**config.mk**
```make
export PLATFORM = sky130hd
export DESIGN_NAME = vga_capture
export DESIGN_NICKNAME = d
export VERILOG_FILES = /design/src/rtl/vga_capture.sv
export SDC_FILE = /design/constraint.sdc
export NUM_CORES = 1
export LEC_CHECK = 0
export ABC_AREA = 0
export CORE_AREA = 2 2 109 111
export CTS_CLUSTER_SIZE = 20
export DETAILED_ROUTE_END_ITERATION = 7
export DIE_AREA = 0 0 111 113
export PLACE_DENSITY_LB_ADDON = 0.25
export SLEW_MARGIN = 20
export SYNTH_ARGS = -nofsm -noshare
export SYNTH_HDL_FRONTEND = slang
export SYNTH_SLANG_ARGS = --single-unit
```
**constraint.sdc**
```tcl
create_clock -name i_clk -period 2.4 [get_ports i_clk]
set_clock_uncertainty 0.15 [all_clocks]
set_input_delay 0.36 -clock i_clk [delete_from_list [all_inputs] [get_ports i_clk]]
set_output_delay 0.36 -clock i_clk [all_outputs]
set_load 0.03 [all_outputs]
```
**src/rtl/vga_capture.sv**
```systemverilog
// vga_capture: receive side of the VGA output path. Registers the incoming pixel
// stream, rebuilds column/row addresses, emits one frame-memory write per active
// pixel and reports per-frame geometry errors and lock status.
// Optional feature: define VGA_CAPTURE_CHECKSUM_EN to add o_frame_sum, the
// modulo-2^24 sum of all write data of the last completed frame.
module vga_capture #(
  parameter int unsigned H_ACTIVE        = 640,
  parameter int unsigned V_ACTIVE        = 480,
  parameter bit          SYNC_ACTIVE_LOW = 1'b1
) (
  input  logic        i_clk,
  input  logic        i_rst,
  input  logic        i_vga_hsync,
  input  logic        i_vga_vsync,
  input  logic        i_vga_blank_n,
  input  logic [7:0]  i_vga_r,
  input  logic [7:0]  i_vga_g,
  input  logic [7:0]  i_vga_b,
  output logic        o_wr_en,
  output logic [9:0]  o_wr_h_addr,
  output logic [8:0]  o_wr_v_addr,
  output logic [23:0] o_wr_data,
  output logic        o_frame_done,
  output logic        o_frame_err,
`ifdef VGA_CAPTURE_CHECKSUM_EN
  output logic [23:0] o_frame_sum,
`endif
  output logic        o_locked
);

  // Counters must be able to hold the saturation value itself.
  localparam int unsigned HW = $clog2(H_ACTIVE + 1);
  localparam int unsigned VW = $clog2(V_ACTIVE + 1);
  localparam logic [HW-1:0] H_LIM = HW'(H_ACTIVE);
  localparam logic [VW-1:0] V_LIM = VW'(V_ACTIVE);

  typedef enum logic [1:0] {
    S_SEARCH = 2'd0,
    S_VSYNC  = 2'd1,
    S_ACTIVE = 2'd2
  } state_t;

  // Input stage
  logic          r_hs, r_vs, r_blank_n, r_vs_prev, r_blank_prev;
  logic [23:0]   r_rgb;
  logic          w_hs_norm, w_vs_norm, w_vs_rise, w_blank_fall;

  // Capture state
  state_t        r_state, w_state_d;
  logic [HW-1:0] r_h_cnt, w_h_cnt_d;
  logic [VW-1:0] r_v_cnt, w_v_cnt_d;
  logic          r_err, w_err_d;

  // Output registers
  logic          r_wr_en, w_wr_en_d;
  logic [9:0]    r_wr_h_addr, w_wr_h_addr_d;
  logic [8:0]    r_wr_v_addr, w_wr_v_addr_d;
  logic [23:0]   r_wr_data, w_wr_data_d;
  logic          r_frame_done, w_frame_done_d;
  logic          r_frame_err, w_frame_err_d;
  logic          r_locked, w_locked_d;
`ifdef VGA_CAPTURE_CHECKSUM_EN
  logic [23:0]   r_sum, w_sum_d;
  logic [23:0]   r_frame_sum, w_frame_sum_d;
`endif

  // Internal syncs are active-high regardless of pin polarity.
  assign w_hs_norm    = SYNC_ACTIVE_LOW ? ~i_vga_hsync : i_vga_hsync;
  assign w_vs_norm    = SYNC_ACTIVE_LOW ? ~i_vga_vsync : i_vga_vsync;
  assign w_vs_rise    = r_vs & ~r_vs_prev;
  assign w_blank_fall = r_blank_prev & ~r_blank_n;

  // Register the raw VGA inputs once and keep the previous values for edge detection.
  always_ff @(posedge i_clk) begin
    if (i_rst) begin
      r_hs         <= 1'b0;
      r_vs         <= 1'b0;
      r_blank_n    <= 1'b0;
      r_rgb        <= '0;
      r_vs_prev    <= 1'b0;
      r_blank_prev <= 1'b0;
    end else begin
      r_hs         <= w_hs_norm;
      r_vs         <= w_vs_norm;
      r_blank_n    <= i_vga_blank_n;
      r_rgb        <= {i_vga_r, i_vga_g, i_vga_b};
      r_vs_prev    <= r_vs;
      r_blank_prev <= r_blank_n;
    end
  end

  // Next-state, counter, error-flag and write decode for the capture FSM.
  always_comb begin
    w_state_d      = r_state;
    w_h_cnt_d      = r_h_cnt;
    w_v_cnt_d      = r_v_cnt;
    w_err_d        = r_err;
    w_wr_en_d      = 1'b0;
    w_wr_h_addr_d  = r_wr_h_addr;
    w_wr_v_addr_d  = r_wr_v_addr;
    w_wr_data_d    = r_wr_data;
    w_frame_done_d = 1'b0;
    w_frame_err_d  = r_frame_err;
    w_locked_d     = r_locked;
`ifdef VGA_CAPTURE_CHECKSUM_EN
    w_sum_d        = r_sum;
    w_frame_sum_d  = r_frame_sum;
`endif
    unique case (r_state)
      S_SEARCH: begin
        if (w_vs_rise) w_state_d = S_VSYNC;
      end
      S_VSYNC: begin
        w_h_cnt_d = '0;
        w_v_cnt_d = '0;
        w_err_d   = 1'b0;
`ifdef VGA_CAPTURE_CHECKSUM_EN
        w_sum_d   = '0;
`endif
        if (!r_vs) w_state_d = S_ACTIVE;
      end
      S_ACTIVE: begin
        if (r_blank_n) begin
          if ((r_h_cnt < H_LIM) && (r_v_cnt < V_LIM)) begin
            w_wr_en_d     = 1'b1;
            w_wr_h_addr_d = 10'(r_h_cnt);
            w_wr_v_addr_d = 9'(r_v_cnt);
            w_wr_data_d   = r_rgb;
`ifdef VGA_CAPTURE_CHECKSUM_EN
            w_sum_d       = r_sum + r_rgb;
`endif
          end else begin
            w_err_d = 1'b1;
          end
          // Active video must never overlap a sync pulse.
          if (r_hs || r_vs) w_err_d = 1'b1;
          if (r_h_cnt != H_LIM) w_h_cnt_d = r_h_cnt + 1'b1;
        end
        // Line end is resolved before frame end so a coincident vsync sees the new row count.
        if (w_blank_fall) begin
          if (r_h_cnt != H_LIM) w_err_d = 1'b1;
          w_h_cnt_d = '0;
          if (r_v_cnt != V_LIM) w_v_cnt_d = r_v_cnt + 1'b1;
        end
        if (w_vs_rise) begin
          if (w_v_cnt_d != V_LIM) w_err_d = 1'b1;
          w_frame_done_d = 1'b1;
          w_frame_err_d  = w_err_d;
          w_locked_d     = ~w_err_d;
`ifdef VGA_CAPTURE_CHECKSUM_EN
          w_frame_sum_d  = w_sum_d;
`endif
          w_state_d      = S_VSYNC;
        end
      end
      default: w_state_d = S_SEARCH;
    endcase
  end

  // State, counters and registered outputs.
  always_ff @(posedge i_clk) begin
    if (i_rst) begin
      r_state      <= S_SEARCH;
      r_h_cnt      <= '0;
      r_v_cnt      <= '0;
      r_err        <= 1'b0;
      r_wr_en      <= 1'b0;
      r_wr_h_addr  <= '0;
      r_wr_v_addr  <= '0;
      r_wr_data    <= '0;
      r_frame_done <= 1'b0;
      r_frame_err  <= 1'b0;
      r_locked     <= 1'b0;
`ifdef VGA_CAPTURE_CHECKSUM_EN
      r_sum        <= '0;
      r_frame_sum  <= '0;
`endif
    end else begin
      r_state      <= w_state_d;
      r_h_cnt      <= w_h_cnt_d;
      r_v_cnt      <= w_v_cnt_d;
      r_err        <= w_err_d;
      r_wr_en      <= w_wr_en_d;
      r_wr_h_addr  <= w_wr_h_addr_d;
      r_wr_v_addr  <= w_wr_v_addr_d;
      r_wr_data    <= w_wr_data_d;
      r_frame_done <= w_frame_done_d;
      r_frame_err  <= w_frame_err_d;
      r_locked     <= w_locked_d;
`ifdef VGA_CAPTURE_CHECKSUM_EN
      r_sum        <= w_sum_d;
      r_frame_sum  <= w_frame_sum_d;
`endif
    end
  end

  assign o_wr_en      = r_wr_en;
  assign o_wr_h_addr  = r_wr_h_addr;
  assign o_wr_v_addr  = r_wr_v_addr;
  assign o_wr_data    = r_wr_data;
  assign o_frame_done = r_frame_done;
  assign o_frame_err  = r_frame_err;
  assign o_locked     = r_locked;
`ifdef VGA_CAPTURE_CHECKSUM_EN
  assign o_frame_sum  = r_frame_sum;
`endif

endmodule

```
==> impl_results.md, run 1 <==
* Leakage at around 1.8 nW
* CTS clk-pin slew, worst paths at 0.07 ns
* Port buffer count at 75
* Hold WC Path Type: primary input to flop
* Number of synthesized flops with an enable pin at 0
* Via density at between 4 and 5
* Vias in the first global route at around 3.0k
* RSZ-0062 raised after global routing: no
* Sw frac at approximately a quarter
* Compound-Gate Fraction of Synth Area at 13.88%
* Final wirelength at roughly 9000 um
* Min Clock Period, post-route at between 2 and 2.5 ns
* Final setup violation count at 0
* Sequential Area at slightly below 2000 um2
* Arr. time, crit path at between 2 and 2.5 ns
* Area contributors post-synth: dfxtp_1 (50%), nand2_1 (10%), a21oi_1 (7.2%)
* Chip height at between 100 and 150 um
* Reg power frac at between 50% and 60%
* Final nets at between 500 and 600
* Simple logic cell fraction of the synthesized area at approximately 27%
* Area grow syn2layout at 30.53%
* Synth top area share at between 50% and 60%
* # rows at 39
* WS Path Type: flop to flop
* Share of cells above drive strength 1 at ~6.9%
* Iteration count of the initial detailed-routing pass at 4
* Critical Path Source Type: flop
* Ports at 76
* Internal power at approximately 0.0025 W
* Largest net degree at the start of global routing at slightly above 80
* Comb power frac at 7.4%
* Cts repair resizes at 0
* Cell Area, Placed at approximately 4800 um2
* Maximum clock frequency at about 460 MHz
* Routed length per instance at ~14 um
* Clock network fraction of design power at 42.3%
* Least-Margin Pin Slew at 0.3791 ns
* Starting density of the core at approximately 34%
* Hold_ws at between 0.2 and 0.25 ns
* Synth Instances at 450
* First-pass GRT wire length at 15060 um
* FILL cells at about 1.1k
* Status: completed
* Initial antenna violation count at 0
* Post-Syn Area at approximately 4000 um2
* Syn Nets at just under 500
* Syn_area_per_cell at between 8 and 9 um2
* Multi-input gate area at ~1800 um2
* Setup_tns at 0 ns
* Max Slew Vio Count at 0
* Sequential area share after synthesis at roughly half
* Final instance area at approximately 5000 um2
* Hold buffer count at CTS at 0
* YS warnings at 0
* Core area at 11270 um2
* Post-Synth Adder-Cell Area at around 2.6%
* CTS buffer count at 9
* Max-cap violations at 0
* Clock sink total at about 100
* Number of diodes at 0
* Detail Placement HPWL at 6145 um
* Tcrit/Tclk final at 90.59%
* Die X at about 110 um
* PD cells at approximately 660 nW/um2
* Clock insertion delay at the later pin of the skew report at ~0.35 ns
* Async set-or-reset flop fraction in the synthesized netlist at 0%
* Top_reg_cell synth: dfxtp_1
* Clock Root Buffer: clkbuf_16
* XOR/XNOR Fraction of Synth Area at 0.9018%
* Via count of the routed design at 3245
* Final GP Congestion at slightly above 0.8
* Cell variety after synth at 53
* Die area at approximately 13000 um2
* Post-synth top area cell: dfxtp_1
* Sw Pwr at between 0.0008 and 0.0009 W
* CTS tree: done
* Maximum fanout along the worst path at 6
* Max Root-Sink Buffers at 2
* Maximum vdd drop at ~0.42 mV
* Critical Path Sink Type: flop
* Post-synthesis mux area share at less than 1%
* CTS H-Tree Depth at 3
* Register bit total from synthesis at 98
* All-Layer GR Usage at 14.92%
* Initial drt markers at roughly 150
* Reg-to-reg setup timing slack at between 0.2 and 0.25 ns
* Routed Antenna Nets at 0
* Postcts setup bufs at 0
* Number of remaining DRC errors at 0
* Fin util at 44.99%
* Worst slew margin at 74.72%
* Final Hold Fails at 0
* Gr ovfl total at 0
* Largest family of logic cells by synthesized area: simple AND/OR/NAND/NOR gates
* Worst endpoint required time at approximately 2.5 ns
## worst paths after layout
path,from,endpoint,cells after the start
setup / recovery,r_v_cnt[0]$_SDFFE_PP0P_,o_locked$_SDFFE_PP0P_,7
hold / removal,i_rst,r_hs$_SDFF_PP0_,2
setup reg to reg,r_v_cnt[0]$_SDFFE_PP0P_,o_locked$_SDFFE_PP0P_,7
hold reg to reg,r_rgb[0]$_SDFF_PP0_,o_wr_data[0]$_SDFFE_PP0P_,2
## cell usage after synthesis (2+ instances only)
library cell	count
nor2b_1	31
xnor2_1	4
a211oi_1	3
o211ai_1	2
nand3_1	7
mux2i_1	2
ha_1	8
or4_1	5
inv_1	10
nand2b_1	3
nor2_1	28
dfxtp_1	98
o21ai_0	10
a41oi_1	2
a22oi_1	3
clkbuf_1	20
o31ai_1	3
nor4_1	3
and4_1	2
nand4_1	3
a2bb2oi_1	2
nor3_1	6
clkbuf_8	2
nand2_1	103
a21oi_1	56
nor4b_1	2
clkbuf_2	2
or3_1	5
## state kept, by name (all words and copies together) (netlist names), 2 cells and up
register,cells
o_wr_data,24
o_wr_h_addr,10
o_wr_v_addr,9
r_h_cnt,10
r_rgb,24
r_state,2
r_v_cnt,9
## power groups by stage
| stage | Clock [W] | Sequential (W) | Combinational, W |
|---|---|---|---|
| after detailed placement | 0 | 0.00172 | 0.000250 |
| after global routing | 0.00153 | 0.00168 | 0.000278 |
| after global placement | 0 | 0.00172 | 0.000245 |
| after floorplan | 0 | 0.00172 | 0.000142 |
| final | 0.00141 | 0.00168 | 0.000248 |
| after CTS | 0.00146 | 0.00168 | 0.000251 |
## metrics by stage
step	total power (W)	setup WS, ns	std cells
2_1_floorplan	0.001862	0.3502	450
3_3_place_gp	0.001961	0.2667	650
3_5_place_dp	0.001967	0.2320	650
4_1_cts	0.003386	0.2196	666
5_1_grt	0.003486	0.07982	666
6_report	0.003339	0.2260	666
## metal layers
layer / part of all wire [%] / global-route usage [%] / wire [um]
met3: 4.1 / 3.589 / 367
met2: 45 / 23.31 / 4103
met1: 49 / 19.57 / 4408
met4: 1.7 / 7.000 / 151
met5: 0 / 0 / 0
## final cells by class
cell class / count / share of cell area, %
Clock buffer: 10 / 4.713
Multi-Input combinational cell: 315 / 34.64
Tap cell: 143 / 3.528
Sequential cell: 98 / 38.69
Clock inverter: 6 / 1.160
Timing Repair Buffer: 84 / 16.53
Inverter: 10 / 0.7402
## layout by cell type (no fill, tap or decap), types with 2 or more instances in the layout
cell type	Yosys	routed
nor3_1	6	6
nand2_1	103	103
or4_1	5	5
buf_4	1	7
and4_1	2	2
ha_1	8	8
dfxtp_1	98	98
a21oi_1	56	56
o31ai_1	3	3
xnor2_1	4	4
a211oi_1	3	3
a22oi_1	3	3
o211ai_1	2	2
clkbuf_16	0	9
nand2b_1	3	3
nand3_1	7	7
a41oi_1	2	2
nor4b_1	2	2
clkdlybuf4s50_1	0	74
inv_1	10	10
buf_12	0	2
nand4_1	3	3
a2bb2oi_1	2	2
nor2b_1	31	31
inv_6	0	3
or3_1	5	5
o21ai_0	10	10
nor2_1	28	28
mux2i_1	2	2
nor4_1	3	3
## critical path, cell delays in order (launching register included)
cell	delay, ns
dfxtp_1	0.46
inv_1	0.11
ha_1	0.34
and3b_2	0.22
a211oi_1	0.20
o211ai_1	0.13
or3_1	0.38
o21ai_2	0.13
## cells by family (layout without fill, tap and decap cells)
| family | after synthesis | count (layout) |
|---|---|---|
| compound gates | 92 | 92 |
| buf+inv | 37 | 110 |
| mux | 3 | 3 |
| fa+ha+maj | 8 | 8 |
| xor+xnor | 4 | 4 |
| simple gates | 208 | 208 |
| flops | 98 | 98 |
Power figures use the tool's default switching activity.
==> run 2, diff against run 1 <==
Settings changed: CORE_AREA 2 2 109 111 to 2 2 91 93, DIE_AREA 0 0 111 113 to 0 0 93 95.
==> impl_results.md, run 2 (synthesis gave the netlist of run 1 again) <==
* Status: completed (unchanged)
* Critical Path Source Type: flop (unchanged)
* CTS H-Tree Depth at 3 (unchanged)
* Largest net degree at the start of global routing at 51 (was 83)
* Worst endpoint required time at 2.55 ns (was 2.54 ns)
* Gr ovfl total at 0 (unchanged)
* Initial antenna violation count at 0 (unchanged)
* Tcrit/Tclk final at 93.17% (was 90.59%)
* Max Slew Vio Count at 0 (unchanged)
* Worst slew margin at 68.31% (was 74.72%)
* Share of cells above drive strength 1 at 6.513% (was 6.883%)
* Routed length per instance at 13.41 um (was 13.56 um)
* Maximum vdd drop at 0.3127 mV (was 0.4243 mV)
* # rows at 33 (was 39)
* Clock sink total at 98 (unchanged)
* Cell Area, Placed at 4718 um2 (was 4773 um2)
* Most common cell after layout, fill and taps aside: nand2_1 (unchanged)
* Number of diodes at 0 (unchanged)
* Arr. time, crit path at 2.39 ns (was 2.31 ns)
* CTS buffer count at 9 (unchanged)
* Maximum fanout along the worst path at 6 (unchanged)
* Die X at 93 um (was 111 um)
* Vias in the first global route at 2988 (was 3022)
* Hold path depth at 2 (unchanged)
* Hold WC Path Type: primary input to flop (unchanged)
* Hold buffer count at CTS at 0 (unchanged)
* FILL cells at 723 (was 1093)
* Final nets at 554 (was 555)
* Reg2reg start: r_v_cnt[0]$_SDFFE_PP0P_ (unchanged)
* Setup crit end: o_locked$_SDFFE_PP0P_ (unchanged)
* Via count of the routed design at 3243 (was 3245)
* Worst Setup SP: r_v_cnt[0]$_SDFFE_PP0P_ (unchanged)
* Iteration count of the initial detailed-routing pass at 4 (unchanged)
* PD cells at 591.2 nW/um2 (was 658.4 nW/um2)
* Final setup violation count at 0 (unchanged)
* Leakage at 1.738 nW (was 1.799 nW)
* Port buffer count at 75 (unchanged)
* CTS clk-pin slew, worst paths at 0.10 ns (was 0.07 ns)
* Maximum clock frequency at 447.2 MHz (was 460.0 MHz)
* Starting density of the core at 49.01% (was 34.47%)
* Cts repair resizes at 0 (unchanged)
* RSZ-0062 raised after global routing: no (unchanged)
* Number of remaining DRC errors at 0 (unchanged)
* Ports at 76 (unchanged)
* All-Layer GR Usage at 19.94% (was 14.92%)
* Clock Root Buffer: clkbuf_8 (was clkbuf_16)
* Setup_tns at 0 ns (unchanged)
* WS Path Type: flop to flop (unchanged)
* Reg-to-reg setup timing slack at 0.16 ns (was 0.23 ns)
* Chip height at 95 um (was 113 um)
* Detail Placement HPWL at 5771 um (was 6145 um)
* Clock insertion delay at the later pin of the skew report at 0.36 ns (was 0.35 ns)
* Final GP Congestion at 0.8889 (was 0.8203)
* FF-to-FF End: o_locked$_SDFFE_PP0P_ (unchanged)
* Min Clock Period, post-route at 2.236 ns (was 2.174 ns)
* Initial drt markers at 184 (was 153)
* Core area at 7928 um2 (was 11270 um2)
* Final Hold Fails at 0 (unchanged)
* CTS tree: done (unchanged)
* First-pass GRT wire length at 14120 um (was 15060 um)
* Postcts setup bufs at 0 (unchanged)
* FF-to-FF path depth at 7 (unchanged)
* Critical Path Sink Type: flop (unchanged)
* Via density at 5.172 (was 4.872)
* Area grow syn2layout at 25.99% (was 30.53%)
* Commonest cells after routing, fill and taps aside: nand2_1 (103), dfxtp_1 (98), clkdlybuf4s50_1 (74) (unchanged)
* Routed Antenna Nets at 0 (unchanged)
* Max-cap violations at 0 (unchanged)
* Die area at 8835 um2 (was 12540 um2)
* Least-Margin Pin Slew at 0.4753 ns (was 0.3791 ns)
* Final wirelength at 8407 um (was 9030 um)
* Max Root-Sink Buffers at 2 (unchanged)
* Final instance area at 4895 um2 (was 5071 um2)
-- run 2: how the worst min path moves through the flow --
stage	startpoint	endpoint	slack [ns]
5_1_grt	i_rst	o_frame_done$_SDFF_PP0_	0.18
6_report	i_rst	o_frame_done$_SDFF_PP0_	0.17
3_3_place_gp	r_rgb[18]$_SDFF_PP0_	o_wr_data[18]$_SDFFE_PP0P_	0.27
4_1_cts	i_rst	o_frame_done$_SDFF_PP0_	0.16
2_1_floorplan	r_rgb[0]$_SDFF_PP0_	o_wr_data[0]$_SDFFE_PP0P_	0.27
3_5_place_dp	r_rgb[23]$_SDFF_PP0_	o_wr_data[23]$_SDFFE_PP0P_	0.28
-- run 2: critical path, stage by stage, from the launching register on --
cell and delay, ns:
dfxtp_1 0.47, inv_1 0.11, ha_1 0.34, and3b_2 0.22, a211oi_1 0.23, o211ai_1 0.15
or3_1 0.38, o21ai_2 0.13
-- run 2: area by class of cell --
cell class	count	area [um2]	share of cell area [%]
sequential	98	1962	40.08
multi-input combinational	315	1757	35.89
timing repair buffer	83	830.8	16.97
tap	105	131.4	2.684
clock buffer	10	127.6	2.607
clock inverter	6	48.80	0.9969
inverter	10	37.54	0.7669
-- run 2: metrics by stage --
step	setup slack, ns	utilization, %	cells	hold slack (ns)	total power, W
6_report	0.1639	61.74	627	0.1716	0.002894
5_1_grt	0.09524	61.74	627	0.1809	0.003030
4_1_cts	0.1867	61.74	627	0.1569	0.002932
3_5_place_dp	0.2164	59.52	611	0.2757	0.001958
3_3_place_gp	0.2826	59.52	611	0.2693	0.001954
2_1_floorplan	0.3502	-	450	0.2674	0.001862
-- run 2: power by group --
part	total [W]	internal, W	switching, W
sequential	0.00168	0.00166	0.0000192
combinational	0.000240	0.000109	0.000131
clock	0.000974	0.000390	0.000584
total	0.00289	0.00216	0.000734
-- run 2: layer usage --
layer / track usage, % / wire length, um
met4: 6.863 / 142
met5: 0 / 0
met1: 25.44 / 3910
met2: 33.82 / 4058
met3: 3.990 / 296
==> RTL change 1: new RTL, settings of run 1 <==
Add a define of `VGA_CAPTURE_CHECKSUM_EN`.
--- a/src/rtl/vga_capture.sv
+++ b/src/rtl/vga_capture.sv
@@ -3,6 +3,8 @@
 // pixel and reports per-frame geometry errors and lock status.
 // Optional feature: define VGA_CAPTURE_CHECKSUM_EN to add o_frame_sum, the
 // modulo-2^24 sum of all write data of the last completed frame.
+`define VGA_CAPTURE_CHECKSUM_EN
+
 module vga_capture #(
   parameter int unsigned H_ACTIVE        = 640,
   parameter int unsigned V_ACTIVE        = 480,
Check against the original RTL (old outputs only; new: o_frame_sum): equivalent (equiv_simple and equiv_induct, registers matched by name and starting in step).
==> RTL change 1 against run 1 <==
- first-iteration DRC count rose to 4.7 times the old value
- sequential cell count rose by 48
- largest cell class is now multi-input combinational cells
- setup slack got worse by 0.49 ns
- sequential power rose by 49%
- cell area rose by 92%
- combinational power rose by 130%
- power rose by 67%
- via count rose by 120%
- wire length rose to 2.6 times the old value
- the run now ends with setup timing left
- synthesized area rose by 75%
==> RTL change 1: results (changes against run 1) <==
gp weighted congestion: 0.918 (was 0.820)
ranking of synthesized cells by area: dfxtp_1 43%, nand2_1 7.9%, a21oi_1 6.1% (was dfxtp_1 50%, nand2_1 10%, a21oi_1 7.2%)
met3 usage in global routing: 7.07% (was 3.59%)
Setup Viol. Count Final: 32 (was 0)
Hold WS: 0.162 ns (was 0.207 ns)
Distinct cells, synth: 61 (was 53)
r2r endpoint: r_sum[23] (was o_locked)
Total GRT Usage: 31.7% (was 14.9%)
DRT Pass-1 Iters: 5 (was 4)
first-pass GRT wire length: 32.2 mm (was 15.1 mm)
pre-CTS WS: -0.222 ns (was 0.232 ns)
relative slew slack: 51.9% (was 74.7%)
VDD IR-drop max: 0.681 mV (was 0.424 mV)
Worst path max stage delay: 0.47 ns
failing checks: setup timing
antenna cells: 0 (unchanged)
CP Max Fanout: 4 (was 6)
largest net degree at the start of global routing: 71 (was 83)
CP max stage cell: or4_4 (was dfxtp_1)
port bufs: 99 (was 75)
Setup WS post-layout: -0.263 ns (was 0.226 ns)
Worst Reg2Reg Path Length in Cells: 9 (was 7)
fin nets: 1051 (was 555)
synth cell count leaders: 146 x dfxtp_1, 142 x nand2_1, 91 x nor2_1, 83 x a21oi_1, 38 x clkbuf_1 (was 103 x nand2_1, 98 x dfxtp_1, 56 x a21oi_1, 31 x nor2b_1, 28 x nor2_1)
Filler Cell Count: 559 (was 1093)
drt initial violations: 720 (was 153)
Avg WL per Cell: 20.1 microns (was 13.6 microns)
WHS Endpoint: r_sum[12] (was r_hs)
Post-Syn Nets: 875 (was 487)
hpwl dp: 12.9 mm (was 6.15 mm)
vias in the first global route: 6748 (was 3022)
sequential fraction of the synthesis area: 43.1% (was 50.5%)
outcome: finished, violations left (was complete, no violations)
static leakage: 3.65 nW (was 1.80 nW)
fraction of layout cells with a size suffix above 1: 24.0% (was 6.88%)
cell family with most CP delay: compound AO/OA/AOI/OAI gates (was simple AND/OR/NAND/NOR gates)
WP data arrival: 2.89 ns (was 2.31 ns)
H-tree Lvls: 4 (was 3)
TritonCTS buffer count: 17 (was 9)
GR Util met2: 56.4% (was 23.3%)
met1 Resource Use GR: 37.3% (was 19.6%)
Clk Latency, worst-skew pair: 0.44 ns (was 0.35 ns)
detailed-route via count: 7164 (was 3245)
RTL change 1: cell types whose count changed in the layout (fill, tap and decap cells not counted), moves of 16 or more:
cell and delta:
buf_4 +88, nor2_1 +62, nand2_1 +36, dfxtp_1 +30
clkdlybuf4s50_1 +24, a21oi_1 +19, dfxtp_2 +16
RTL change 1: how the worst max path moves through the flow:
stage,start,endpoint,slack (ns),cells past startpoint
CTS,r_sum[18],r_sum[23],-0.16,10
global placement,r_rgb[0],r_sum[14],-0.20,10
detailed placement,r_rgb[0],r_sum[14],-0.22,10
global route,r_sum[0],r_sum[23],-0.36,10
floorplan,r_sum[17],r_sum[23],-0.08,10
finish,r_sum[11],r_sum[23],-0.26,9
RTL change 1: area by class of cell:
type | count | share of cell area [%]
Multi-Input combinational cell | 609 | 42.5
Sequential cell | 146 | 30.3
Timing Repair Buffer | 204 | 19.2
Clock buffer | 19 | 4.55
Tap cell | 143 | 1.84
Clock inverter | 12 | 1.13
Inverter | 12 | 0.463
RTL change 1: metrics by stage:
step	utilization [%]	cells	cell area, sq um	power [mW]	setup TNS [ns]
3_5_place_dp	76.3	1101	8600	3.05	-2.72
6_report	86.4	1145	9730	5.59	-3.72
5_1_grt	86.4	1145	9730	5.72	-7.25
4_1_cts	83.3	1137	9390	5.54	-0.672
2_1_floorplan	-	814	6870	2.83	-0.115
3_3_place_gp	76.3	1101	8600	3.04	-1.84
RTL change 1: timing repair:
action	4_1_cts	5_1_grt
setup endpoints to repair	26	40
pin swaps	43	48
gates resized for setup	47	54
hold buffers	0	0
buffers inserted	7	8
RTL change 1: logic make-up (layout without fill, tap and decap cells):
family	after synthesis	after routing	synth area share (%)
compound gates	195	195	18.9
buf+inv	59	247	3.54
simple gates	348	348	23.9
flops	146	146	43.1
mux	6	6	0.886
xor+xnor	28	28	3.62
fa+ha+maj	32	32	6.01
RTL change 1: power breakdown:
| group | switching [mW] | total [mW] | internal (mW) |
|---|---|---|---|
| logic | 0.333 | 0.567 | 0.234 |
| registers | 0.0385 | 2.51 | 2.47 |
| clock network | 1.07 | 2.52 | 1.45 |
| total | 1.44 | 5.59 | 4.15 |
RTL change 1: routing by layer:
metal | vias up | wire (microns)
met5 | - | 0
met4 | 0 | 1190
met3 | 103 | 1680
met2 | 391 | 11600
met1 | 3488 | 8550
li1 | 3182 | -
==> RTL change 2: new RTL, config.mk and constraints of run 1 <==
Without the edit above. Make the reset (`i_rst`) asynchronous in 2 clocked blocks.
--- a/src/rtl/vga_capture.sv
+++ b/src/rtl/vga_capture.sv
@@ -71,7 +71,7 @@
   assign w_blank_fall = r_blank_prev & ~r_blank_n;
 
   // Register the raw VGA inputs once and keep the previous values for edge detection.
-  always_ff @(posedge i_clk) begin
+  always_ff @(posedge i_clk or posedge i_rst) begin
     if (i_rst) begin
       r_hs         <= 1'b0;
       r_vs         <= 1'b0;
@@ -158,7 +158,7 @@
   end
 
   // State, counters and registered outputs.
-  always_ff @(posedge i_clk) begin
+  always_ff @(posedge i_clk or posedge i_rst) begin
     if (i_rst) begin
       r_state      <= S_SEARCH;
       r_h_cnt      <= '0;
Formal check against the unedited RTL: differs if i_rst is asserted again (counterexample within 10 cycles, from zero or initial values and one cycle with i_rst high); with i_rst held inactive, the same outputs for 10 cycles.
==> RTL change 2 against run 1 <==
- cell area rose by 4.8%
- setup slack got worse by 0.096 ns
- wire length fell by 0.19%
- maximum frequency fell by 4.2%
- synthesized area rose by 6.5%
- count of clock-buffer cells in the layout rose by 1
- largest cell class unchanged
- sequential cell count did not move
Power is not compared: it rests on default switching activity, and its combinational part moved more than twofold at a synthesized area within 25%.
==> RTL change 2: results (changes against run 1) <==
Sw Ratio: 35.5%
Slew @ Worst Pin: 0.536 ns (was 0.379 ns)
Post-synth top flop: dfrtp_1 (was dfxtp_1)
sequential fraction of the synthesis area: 59.3% (was 50.5%)
fraction of layout cells with a size suffix above 1: 12.3% (was 6.88%)
Setup crit start: r_v_cnt[1] (was r_v_cnt[0])
hpwl dp: 6.07 mm (was 6.15 mm)
WP data arrival: 2.33 ns (was 2.31 ns)
final WL: 9.01 mm (was 9.03 mm)
TritonCTS buffer count: 9 (unchanged)
CTS Root Cell: clkbuf_16 (unchanged)
ranking of synthesized cells by area: dfrtp_1 59%, nand2_1 9.2%, mux2_2 4.1% (was dfxtp_1 50%, nand2_1 10%, a21oi_1 7.2%)
mux share of post-synthesis cell area: 4.57% (was 0.805%)
Distinct cells, synth: 59 (was 53)
Total GRT Usage: 15.2% (was 14.9%)
VDD IR-drop max: 0.861 mV
gp weighted congestion: 0.867 (was 0.820)
Post-Synth Adder-Cell Area: 2.42% (was 2.58%)
compound-gate portion of the synthesized area: 8.68% (was 13.9%)
DRT Pass-1 Iters: 4 (unchanged)
drt initial violations: 274 (was 153)
pre-CTS WS: 0.131 ns (was 0.232 ns)
Comb. pwr: 1.79 mW
Hold Path Origin: r_rgb[9] (was i_rst)
dpl cell area: 5050 sq um (was 4770 sq um)
fin nets: 496 (was 555)
first-pass GRT wire length: 15.3 mm (was 15.1 mm)
antenna cells: 0 (unchanged)
Post-Syn Nets: 417 (was 487)
Hold/Removal Path Class: flop to flop (was input pin to flop)
detailed-route via count: 3028 (was 3245)
outcome: complete, no violations (unchanged)
synth cell count leaders: 101 x nand2_1, 98 x dfrtp_1, 20 x o21ai_0, 16 x nor2_1 (was 103 x nand2_1, 98 x dfxtp_1, 56 x a21oi_1, 31 x nor2b_1, 28 x nor2_1)
Clock transition at path regs: 0.07 ns (about the same)
Async SR Flop Fraction: 100% (was 0%)
largest net degree at the start of global routing: 99 (was 83)
XOR/XNOR Fraction of Synth Area: 1.27% (was 0.902%)
[RTL change 2: cell types whose count changed in the layout (fill, tap and decap cells not counted), moves of 4 or more]
cell            run 1  this run
o21ai_0            10        20
dfrtp_1             0        97
dfxtp_1            98         0
nor2b_1            31         3
nor2_1             28        16
a21oi_1            56         5
mux2_2              1        15
or4_1               5         0
or3_1               5         1
inv_1              10        14
[RTL change 2: metal layers]
metal / GRT usage [%] / share of wire [%] / up-vias
met5: 0 / 0 / -
li1: - / - / 1446
met2: 22.7 / 44 / 90
met1: 20.9 / 48 / 1484
met3: 5.73 / 6.8 / 8
met4: 4.42 / 1.1 / 0
[RTL change 2: per-stage QoR]
stage,setup TNS (ns),cells
after global placement,0,591
final,0,606
after global routing,-0.0111,606
after floorplan,0,380
after detailed placement,0,591
after CTS,0,606
[RTL change 2: area by class of cell]
cell class / instances / area, sq um
fill: 1058 / 5960
sequential: 98 / 2450
multi-input combinational: 249 / 1520
timing repair buffer: 85 / 838
clock buffer: 11 / 233
tap: 143 / 179
inverter: 16 / 63.8
clock inverter: 4 / 28.8
[RTL change 2: worst max-delay path: stages (launching register included)]
cell and delay, ns:
dfrtp_1 0.44, inv_1 0.08, ha_1 0.28, or4b_1 0.49, nor3_2 0.14, a311oi_2 0.07
nor4_4 0.35, a31oi_1 0.13
[RTL change 2: final timing paths]
kind | endpoint | slack (ns) | depth (start not counted)
min | o_wr_data[9] | 0.29 | 2
max in group asynchronous | r_v_cnt[0] | 1.33 | 3
min in group asynchronous | r_rgb[17] | 0.35 | 3
min reg2reg | o_wr_data[9] | 0.29 | 2
max | o_frame_err | 0.13 | 7
max reg2reg | o_frame_err | 0.13 | 7
[RTL change 2: what timing repair did]
action	CTS	global route
resized for setup	0	2
endpoints found under the setup margin	0	3
buffers inserted	0	0
